File: src/rtl/id_ex_stage.sv
// ID/EX pipeline register: captures decode control/data, inserts load-use and flush bubbles,
// honours a downstream hold and counts inserted bubbles (saturating).
module id_ex_stage #(
  parameter int DATA_W     = 32,
  parameter int REG_ADDR_W = 5,
  parameter int CNT_W      = 16
) (
  input  logic                  clk,
  input  logic                  rst_n,
  input  logic                  id_valid,
  input  logic                  id_reg_dst,
  input  logic                  id_branch,
  input  logic                  id_mem_read,
  input  logic                  id_mem_to_reg,
  input  logic [1:0]            id_alu_op,
  input  logic                  id_mem_write,
  input  logic                  id_alu_src,
  input  logic                  id_reg_write,
  input  logic                  id_jump,
  input  logic [DATA_W-1:0]     id_pc_plus4,
  input  logic [DATA_W-1:0]     id_rs_data,
  input  logic [DATA_W-1:0]     id_rt_data,
  input  logic [DATA_W-1:0]     id_imm_ext,
  input  logic [REG_ADDR_W-1:0] id_rs,
  input  logic [REG_ADDR_W-1:0] id_rt,
  input  logic [REG_ADDR_W-1:0] id_rd,
  input  logic                  flush,
  input  logic                  ex_hold,
  output logic                  ex_valid,
  output logic                  ex_reg_dst,
  output logic                  ex_branch,
  output logic                  ex_mem_read,
  output logic                  ex_mem_to_reg,
  output logic [1:0]            ex_alu_op,
  output logic                  ex_mem_write,
  output logic                  ex_alu_src,
  output logic                  ex_reg_write,
  output logic                  ex_jump,
  output logic [DATA_W-1:0]     ex_pc_plus4,
  output logic [DATA_W-1:0]     ex_rs_data,
  output logic [DATA_W-1:0]     ex_rt_data,
  output logic [DATA_W-1:0]     ex_imm_ext,
  output logic [REG_ADDR_W-1:0] ex_rs,
  output logic [REG_ADDR_W-1:0] ex_rt,
  output logic [REG_ADDR_W-1:0] ex_rd,
  output logic                  id_stall,
  output logic [CNT_W-1:0]      bubble_count
);

  logic loadUse;
  logic rtHit;
  logic takeBubble;
  logic capture;
  logic ctlKeep;
  logic cntSat;

  // $0 is hardwired zero, so a load into it never creates a dependency
  assign rtHit = (ex_rt == id_rs) | (ex_rt == id_rt);
  assign loadUse = id_valid & ex_valid & ex_mem_read
                 & (ex_rt != '0) & rtHit;

  assign id_stall = loadUse | ex_hold;

  // flush outranks hold; a load-use bubble only lands when not held
  assign takeBubble = flush | (~ex_hold & loadUse);
  assign capture    = ~flush & ~ex_hold & ~loadUse;
  assign ctlKeep    = capture & id_valid;
  assign cntSat     = (bubble_count == {CNT_W{1'b1}});

  always_ff @(posedge clk or negedge rst_n) begin
    if (!rst_n) begin
      ex_valid      <= 1'b0;
      ex_reg_dst    <= 1'b0;
      ex_branch     <= 1'b0;
      ex_mem_read   <= 1'b0;
      ex_mem_to_reg <= 1'b0;
      ex_alu_op     <= 2'b00;
      ex_mem_write  <= 1'b0;
      ex_alu_src    <= 1'b0;
      ex_reg_write  <= 1'b0;
      ex_jump       <= 1'b0;
    end else if (takeBubble | capture) begin
      ex_valid      <= capture & id_valid;
      ex_reg_dst    <= ctlKeep & id_reg_dst;
      ex_branch     <= ctlKeep & id_branch;
      ex_mem_read   <= ctlKeep & id_mem_read;
      ex_mem_to_reg <= ctlKeep & id_mem_to_reg;
      ex_alu_op     <= ctlKeep ? id_alu_op : 2'b00;
      ex_mem_write  <= ctlKeep & id_mem_write;
      ex_alu_src    <= ctlKeep & id_alu_src;
      ex_reg_write  <= ctlKeep & id_reg_write;
      ex_jump       <= ctlKeep & id_jump;
    end
  end

  // operands and fields still flow when id_valid=0; only a bubble clears them
  always_ff @(posedge clk or negedge rst_n) begin
    if (!rst_n) begin
      ex_pc_plus4 <= '0;
      ex_rs_data  <= '0;
      ex_rt_data  <= '0;
      ex_imm_ext  <= '0;
      ex_rs       <= '0;
      ex_rt       <= '0;
      ex_rd       <= '0;
    end else if (takeBubble) begin
      ex_pc_plus4 <= '0;
      ex_rs_data  <= '0;
      ex_rt_data  <= '0;
      ex_imm_ext  <= '0;
      ex_rs       <= '0;
      ex_rt       <= '0;
      ex_rd       <= '0;
    end else if (capture) begin
      ex_pc_plus4 <= id_pc_plus4;
      ex_rs_data  <= id_rs_data;
      ex_rt_data  <= id_rt_data;
      ex_imm_ext  <= id_imm_ext;
      ex_rs       <= id_rs;
      ex_rt       <= id_rt;
      ex_rd       <= id_rd;
    end
  end

  always_ff @(posedge clk or negedge rst_n) begin
    if (!rst_n) begin
      bubble_count <= '0;
    end else if (takeBubble & id_valid & ~cntSat) begin
      bubble_count <= bubble_count + CNT_W'(1);
    end
  end

endmodule
File: config.mk
export PLATFORM = sky130hd
export DESIGN_NAME = id_ex_stage
export DESIGN_NICKNAME = d
export VERILOG_FILES = /design/src/rtl/id_ex_stage.sv
export SDC_FILE = /design/constraint.sdc
export NUM_CORES = 1
export LEC_CHECK = 0
export ABC_AREA = 0
export BUFFER_PORTS_ARGS = -buffer_cell sky130_fd_sc_hd__buf_2
export CORE_ASPECT_RATIO = 1.1
export CORE_UTILIZATION = 45
export CTS_CLUSTER_DIAMETER = 30
export CTS_CLUSTER_SIZE = 30
export DETAILED_ROUTE_END_ITERATION = 10
export GPL_TIMING_DRIVEN = 0
export HOLD_SLACK_MARGIN = 0.05
export PLACE_DENSITY = 0.77
export SLEW_MARGIN = 20
export SYNTH_ARGS = -nofsm -noshare
export SYNTH_HDL_FRONTEND = slang
export SYNTH_SLANG_ARGS = --single-unit
File: constraint.sdc
create_clock -name clk -period 2.51 [get_ports clk]
set_input_delay 0.502 -clock clk [delete_from_list [all_inputs] [get_ports clk]]
set_output_delay 0.502 -clock clk [all_outputs]
set_load 0.01 [all_outputs]
==> results by group, run 1 <==
Logic synthesis
  – Gate Count Post-Synth: just under 800
  – FF+latch count, synth: 170
  – Post-synth EDFFs: 0
  – Yosys warns: 0
  – Mapped Area: 7239 um2
  – Syn nets: 934
  – Yosys cell types: 33
  – Mean Syn Cell Area: slightly above 9 um2
  – Async SR Flop Fraction: 1.000
  – Ys flop type: dfrtp_1
  – Post-synthesis sequential area ratio: 0.5876

Worst hold path
  – Worst Hold Class: input port to asynchronous set/reset pin

Clocking
  – CTS Sinks: 170
  – Htree depth: 4
  – CTS tree: yes
  – Clk buf depth: 2
  – Clock transition at path regs: 60 ps
  – CTS buffer count: 17
  – Clock Latency Late Sink: between 400 and 500 ps
  – Hold buffers post-CTS: 0
  – Root Buffer: clkbuf_16

Critical path
  – CP Cell Sequence: xor2_1 -> nor3_2 -> a22o_1 -> nand2_2 -> buf_12 -> nand2_1 -> buf_2
  – Worst Path Class, Setup: register to primary output
  – Arrival time at the worst endpoint: between 1500 and 2000 ps
  – CP max-delay cell: dfrtp_2
  – Slowest Stage Delay on Critical Path: roughly 450 ps
  – Critical R2R Launch: ex_rt[4]
  – CP required: 2010 ps
  – CP Max Fanout: 9
  – Worst setup EP type: primary output
  – CP bufs+invs: 2
  – R2R depth: 8
  – Crit-path leading delay family: flip-flops
  – Worst reg-to-reg setup slack: 460 ps
  – Nature of the critical path startpoint: register
  – R2R Path End: ex_rt[1]

STA
  – Final Hold Viols: 0
  – RSZ-0062 raised after global routing: false
  – Achievable Freq: 0.4158 GHz
  – Period utilisation layout: 0.9582
  – Worst Tran Pin Value: 745.6 ps
  – Final slew viol count: 0
  – Setup Skew: 11.51 ps
  – Tmin final: 2405 ps
  – Final hold slack: 36.41 ps
  – Final setup vio count: 0
  – Normalized max-slew margin: 0.5029

Die
  – Initial Util: 0.4601
  – Core area: 15740 um2
  – Die area: 16600 um2
  – Die Wd: 122.9 um
  – Io pins: approximately 330
  – Rows: 48
  – Die height: 135.0 um

Route
  – DR WL/cell: ~17 um
  – DRT iter0 DRCs: 492
  – Vias per cell: 5.325
  – Router iterations before antenna repair: 4
  – DRC errors left: 0
  – Antenna-violating nets left: 0
  – Routed vias: 7119
  – Routed WL: roughly 23000 um

Power
  – Peak VDD IR: 0.4029 mV
  – LEAKAGE: around 5.1 nW
  – Pwr per Cell Area: slightly below 700 nW/um2

Placement
  – Input/output buffers: between 300 and 400
  – Cells after DPL: 1304
  – Final HPWL DP: about 17000 um
  – Gpl congestion: 0.8132
  – Placed Area: 9169 um2

Final layout
  – Commonest non-fill, non-tap cell in the layout: buf_2
  – Nets: 1284
  – Share of post-route cells with drive strength above 1: 0.3465
  – Commonest non-fill, non-tap cells in the layout: 342 x buf_2, 167 x dfrtp_1, 151 x nand3_1
  – Diodes inserted: 0
  – Finished Cell Area: 9822 um2
  – Layout area overhead: 35.67%
  – Final Util: 0.6242
  – Layout Cells excl Fill: roughly 1300

Global route
  – First-pass GRT wire length: 35400 um
  – Largest net degree at the start of global routing: just over 90
  – Vias in the first global route: around 7000
  – Tot GR Track Use: 0.2770
  – Overflow left after global routing: 0
  – Initial antenna violation count: 0

Outcome
  – Outcome: finished clean

Job
  – Max-cap violation count: 0
## synthesized netlist by cell type, types with 2 or more instances
library cell / n / area, um2
nand4_1: 4 / 25.02
xnor2_1: 3 / 26.28
xor2_1: 21 / 183.9
nand2_1: 148 / 555.5
nor2b_1: 2 / 12.51
inv_1: 2 / 7.510
and3_1: 2 / 12.51
buf_2: 17 / 85.08
a32oi_1: 10 / 87.58
nand3_1: 151 / 755.7
clkbuf_1: 52 / 195.2
nor3_1: 4 / 20.02
nor3_2: 5 / 50.05
a21oi_1: 146 / 730.7
dfrtp_1: 170 / 4254
nor2_1: 21 / 78.83
## worst max path at each step
stage                      to  slack, ps  cells past startpoint     start
2_1_floorplan        id_stall        500                      7  id_rs[2]
3_3_place_gp   ex_rt_data[15]      -1760                      1     rst_n
3_5_place_dp    ex_rt_data[9]       -140                      7   ex_hold
4_1_cts              id_stall         20                      7  ex_rt[0]
5_1_grt              id_stall          8                      7  ex_rt[2]
6_report             id_stall        100                      7  ex_rt[2]
## power breakdown
group / internal (mW) / switching (mW) / total, mW
registers: 2.91 / 0.122 / 3.03
clock network: 1.60 / 1.13 / 2.73
logic: 0.369 / 0.558 / 0.928
## metrics by stage
step / total power [mW] / setup TNS, ps / setup slack [ps]
floorplan: 3.510 / 0 / 499.1
global placement: 3.979 / -300090 / -1755
detailed placement: 4.005 / -4518 / -135.6
CTS: 6.725 / 0 / 15.04
global route: 6.981 / 0 / 7.958
finish: 6.681 / 0 / 104.8
## worst register-to-register path, stage by stage, from the launching register on
cell	delay, ps
dfrtp_1	450
xor2_1	250
nor3_2	70
a22o_1	210
nand2_2	100
buf_2	280
buf_2	300
nand3_1	110
a21oi_1	190
## layout make-up
class,instances,area (um2)
Fill cell,1392,5913
Sequential cell,170,4258
Multi-Input combinational cell,533,2696
Timing Repair Buffer,332,1702
Clock buffer,18,439.2
Buffer,69,301.5
Tap cell,200,250.2
Clock inverter,13,167.7
Inverter,2,7.507
## layer usage
metal | global-route usage | wire length [um] | up-vias
met2 | 0.4654 | 11400 | 299
met1 | 0.3428 | 9238 | 3411
met4 | 0.09553 | 493 | 0
met5 | 0 | 0 | -
met3 | 0.07264 | 1617 | 41
li1 | - | - | 3368
## cells by family after synthesis
logic type      Yosys count  share of synthesized area
fa+ha+maj                 1                   0.001728
mux                       1                   0.001555
simple gates            345                     0.2197
flops                   170                     0.5876
compound gates          162                     0.1191
buf+inv                  72                    0.04131
xor+xnor                 24                    0.02904
## timing repair
item | in CTS | in global routing
gates cloned | 0 | 0
buffers inserted | 1 | 2
setup endpoints to repair | 1 | 1
gates resized for setup | 2 | 7
pin swaps | 1 | 2
(Power assumes the default switching activity.)
==> run 2, diff against run 1 <==
- CORE_UTILIZATION: 45 -> 43
- clock period: 2.51 -> 2.2 ns (I/O delays scaled with it)
==> results by group, run 2 (synthesis results as in run 1) <==
Final layout
  – Fill count: around 1500
  – Layout area overhead: 36.16%
  – Commonest non-fill, non-tap cells in the layout: 341 x buf_2, 167 x dfrtp_1, 151 x nand3_1
  – Diodes inserted: 0
  – Share of post-route cells with drive strength above 1: 0.3511
  – Commonest non-fill, non-tap cell in the layout: buf_2
  – Nets: 1288
  – Finished Cell Area: between 9000 and 10000 um2

Power
  – Switching pwr: around 2.1 mW
  – Peak VDD IR: 0.4383 mV
  – P_int: ~5.5 mW
  – LEAKAGE: 5.121 nW
  – Pwr per Cell Area: 769.3 nW/um2
  – Switch share: 0.2751
  – Combinational group share of total power: 0.143
  – Clock share of power: 0.402
  – Flop pwr share: 0.455

Critical path
  – CP Max Fanout: 4
  – R2R depth: 8
  – Worst setup EP type: primary output
  – Nature of the critical path startpoint: register
  – Worst Path Class, Setup: register to primary output
  – Worst Setup SP: ex_rt[1]
  – CP required: about 1800 ps
  – Worst reg-to-reg setup slack: 90 ps
  – Worst setup path endpoint: id_stall
  – Critical R2R Launch: ex_rt[1]
  – R2R Path End: ex_rs[0]
  – Arrival time at the worst endpoint: 1740 ps

Global route
  – Overflow left after global routing: 0
  – Largest net degree at the start of global routing: between 90 and 100
  – Tot GR Track Use: 0.2700
  – Initial antenna violation count: 0
  – Vias in the first global route: between 7000 and 8000
  – First-pass GRT wire length: around 37000 um

STA
  – Setup Skew: 14.54 ps
  – Final setup vio count: 0
  – Final Hold Viols: 0
  – Tmin final: 2177 ps
  – Worst Tran Pin Value: 750.4 ps
  – Final slew viol count: 0
  – Achievable Freq: 0.4593 GHz
  – Normalized max-slew margin: 0.4997
  – Total negative slack: 0 ps
  – RSZ-0062 raised after global routing: true
  – Period utilisation layout: 0.9897

Route
  – Antenna-violating nets left: 0
  – DRC errors left: 0
  – Routed WL: 23440 um
  – DR WL/cell: approximately 17 um
  – Routed vias: 7205
  – Router iterations before antenna repair: 5
  – DRT iter0 DRCs: 423
  – Vias per cell: 5.353

Outcome
  – Outcome: finished clean

Clocking
  – CTS Sinks: 170
  – Root Buffer: clkbuf_16
  – Htree depth: 4
  – CTS buffer count: 17
  – Clock transition at path regs: approximately 70 ps
  – Clk buf depth: 2
  – Clock Latency Late Sink: around 420 ps
  – CTS tree: yes

Die
  – Rows: 49
  – Initial Util: 0.4406
  – Die height: 138.1 um
  – Die Wd: roughly 130 um
  – Core area: 16430 um2
  – Die area: 17360 um2
  – Io pins: 329

Placement
  – Input/output buffers: 328
  – Placed Area: slightly above 9000 um2
  – Final HPWL DP: 16930 um
  – Gpl congestion: 0.8287

Worst hold path
  – Worst Hold Class: input port to register

Job
  – Max-cap violation count: 0
## run 2: layout make-up
| class | count | area [um2] | area share |
|---|---|---|---|
| tap | 204 | 255.2 | 0.02589 |
| sequential | 170 | 4258 | 0.4320 |
| inverter | 2 | 7.507 | 0.0007616 |
| multi-input combinational | 533 | 2708 | 0.2747 |
| clock buffer | 20 | 456.7 | 0.04633 |
| timing repair buffer | 337 | 1748 | 0.1773 |
| buffer | 68 | 284.0 | 0.02881 |
| clock inverter | 12 | 140.1 | 0.01422 |
## run 2: metrics by stage
| stage | setup WS, ps | power (mW) | cells | utilization | hold WS [ps] |
|---|---|---|---|---|---|
| after global routing | -45.45 | 7.867 | 1346 | 0.5999 | 260.7 |
| final | 22.68 | 7.583 | 1346 | 0.5999 | 273.2 |
| after global placement | -1999 | 4.546 | 1307 | 0.5560 | 471.0 |
| after floorplan | 263.1 | 4.005 | 775 | - | 144.4 |
| after CTS | -84.49 | 7.625 | 1346 | 0.6002 | 253.5 |
| after detailed placement | -344.2 | 4.580 | 1308 | 0.5583 | 447.3 |
## run 2: worst max-delay path, cell delays in order, from the launching register on
cell	delay, ps
dfrtp_1	420
buf_4	160
nor3_1	280
a21oi_2	140
nand2_2	150
nand2_4	60
buf_6	120
## run 2: layer usage
| layer | up-vias | wire (um) | GRT usage |
|---|---|---|---|
| li1 | 3375 | - | - |
| met1 | 3472 | 9319 | 0.3214 |
| met2 | 315 | 11880 | 0.4713 |
| met3 | 43 | 1668 | 0.06656 |
| met4 | 0 | 573 | 0.09884 |
| met5 | - | 0 | 0 |
## run 2: power groups by stage
stage / clock network [mW] / logic, mW / registers, mW
after floorplan: 0 / 0.414 / 3.59
after global placement: 0 / 1.05 / 3.50
after detailed placement: 0 / 1.07 / 3.51
after CTS: 3.08 / 1.09 / 3.45
after global routing: 3.20 / 1.19 / 3.47
final: 3.05 / 1.08 / 3.45
## run 2: worst min-delay path by stage
stage	slack [ps]	endpoint	startpoint	cells past startpoint
global route	260	ex_pc_plus4[25]	id_pc_plus4[25]	3
global placement	470	bubble_count[15]	bubble_count[15]	1
CTS	250	ex_imm_ext[22]	id_imm_ext[22]	3
finish	270	ex_imm_ext[22]	id_imm_ext[22]	3
detailed placement	450	bubble_count[5]	rst_n	1
floorplan	140	bubble_count[0]	rst_n	0
## run 2: timing repair
item / in CTS / in global routing
endpoints found under the hold margin: 73 / 0
hold buffers: 1 / 0
gates resized for setup: 11 / 6
setup endpoints to repair: 1 / 18
buffers inserted: 6 / 1
pin swaps: 5 / 6
==> run 3, diff against run 2 <==
- RECOVER_POWER: unset -> 50
==> results by group, run 3 (synthesis results as in run 1) <==
STA
  – Normalized max-slew margin: 0.2916
  – Setup Skew: 14.52 ps
  – Worst Tran Pin Value: about 1100 ps
  – Final slew viol count: 0
  – Period utilisation layout: 0.9880
  – Total negative slack: 0 ps
  – Final setup margin: 26.40 ps
  – Tmin final: 2174 ps
  – RSZ-0062 raised after global routing: true
  – Final hold slack: 271.6 ps
  – Final Hold Viols: 0
  – Final setup vio count: 0
  – Achievable Freq: 0.4601 GHz

Final layout
  – Finished Cell Area: 9656 um2
  – Final Util: 0.5876
  – Layout area overhead: 33.37%
  – Diodes inserted: 0
  – Commonest non-fill, non-tap cell in the layout: clkbuf_1
  – Share of post-route cells with drive strength above 1: 0.2154
  – Nets: 1288
  – Fill count: 1568
  – Layout Cells excl Fill: ~1300
  – Commonest non-fill, non-tap cells in the layout: 206 x clkbuf_1, 186 x buf_2, 167 x dfrtp_1
  – Reg area: 4258 um2
  – Multi-input gate area: between 2000 and 3000 um2

Placement
  – Input/output buffers: between 300 and 400
  – Placed Area: between 9000 and 10000 um2
  – Cells after DPL: ~1300
  – Final HPWL DP: 16930 um
  – Post-place setup slack: -344.2 ps
  – Gpl congestion: approximately 0.83

Worst hold path
  – Worst Hold Class: input port to register

Power
  – LEAKAGE: about 4.5 nW
  – Final Power: 7.545 mW
  – Pwr per Cell Area: 781.4 nW/um2
  – Peak VDD IR: 0.4346 mV

Clocking
  – Root Buffer: clkbuf_16
  – Clk buf depth: 2
  – Clock transition at path regs: 70 ps
  – Htree depth: 4
  – CTS tree: yes
  – Clock Latency Late Sink: 420 ps
  – CTS Sinks: 170
  – CTS buffer count: 17

Route
  – Routed WL: 23430 um
  – DR WL/cell: 17.41 um
  – Router iterations before antenna repair: 4
  – Routed wl met2: around 12000 um
  – Top layer in use: met4
  – Routed vias: 7198
  – WL met1: 9392 um
  – Vias per cell: 5.348
  – DRT iter0 DRCs: 400
  – DRC errors left: 0
  – Antenna-violating nets left: 0
  – Metal3 WL: 1575 um

Critical path
  – Worst setup EP type: primary output
  – Slowest Stage Delay on Critical Path: 420 ps
  – CP bufs+invs: 2
  – Crit-path leading delay family: simple AND/OR/NAND/NOR gates
  – Arrival time at the worst endpoint: 1730 ps
  – CP Cell Sequence: buf_4 -> nor3_1 -> a21oi_2 -> nand2_2 -> nand2_4 -> buf_6
  – CP required: 1760 ps
  – Nature of the critical path startpoint: register
  – CP Max Fanout: 4
  – Worst Path Class, Setup: register to primary output
  – CP max-delay cell: dfrtp_1

Global route
  – Largest net degree at the start of global routing: 98
  – First-pass GRT wire length: 36640 um
  – Tot GR Track Use: 0.2700
  – Vias in the first global route: 7040
  – Initial antenna violation count: 0
  – Overflow left after global routing: 0

Die
  – Initial Util: 0.4406
  – Rows: between 40 and 50
  – Die area: 17360 um2
  – Io pins: 329
  – Die Wd: 125.7 um
  – Core area: 16430 um2
  – Die height: ~140 um

Outcome
  – Outcome: finished clean

Job
  – Max-cap violation count: 0
run 3: cell types whose count changed in the layout (fill, tap and decap cells not counted), sizes merged:
cell / before / now
buf: 352 / 196
clkbuf: 72 / 228
run 3: final cells by class:
class	count	share of cell area
clock buffer	20	0.04730
multi-input combinational	533	0.2804
timing repair buffer	337	0.1602
tap	204	0.02644
inverter	2	0.0007775
clock inverter	12	0.01451
sequential	170	0.4410
buffer	68	0.02942
run 3: routing by layer:
layer	vias to the layer above	track usage
li1	3373	-
met1	3495	0.3214
met2	290	0.4713
met3	40	0.06656
met4	0	0.09884
met5	-	0
run 3: where the power goes:
| part | internal, mW | switching [mW] |
|---|---|---|
| logic | 0.386 | 0.651 |
| registers | 3.32 | 0.140 |
| clock network | 1.75 | 1.30 |
| total | 5.45 | 2.09 |
run 3: tightest hold or removal path: stages:
cell and delay, ps:
buf_2 90, nand3_1 70, a21oi_1 60
run 3: timing repair:
item / 4_1_cts / 5_1_grt
buffers inserted: 6 / 1
resized for setup: 11 / 6
hold endpoints to repair: 73 / 0
pin swaps: 5 / 6
setup endpoints to repair: 1 / 18
hold buffers: 1 / 0
run 3: final timing paths:
path	cells past startpoint	slack, ps	from	end
min in group asynchronous	2	780	rst_n	bubble_count[5]
min	3	270	id_imm_ext[22]	ex_imm_ext[22]
min reg2reg	1	490	bubble_count[6]	bubble_count[6]
max in group asynchronous	3	420	rst_n	ex_rt_data[27]
max reg2reg	8	80	ex_rt[1]	ex_rs[0]
max	6	30	ex_rt[1]	id_stall
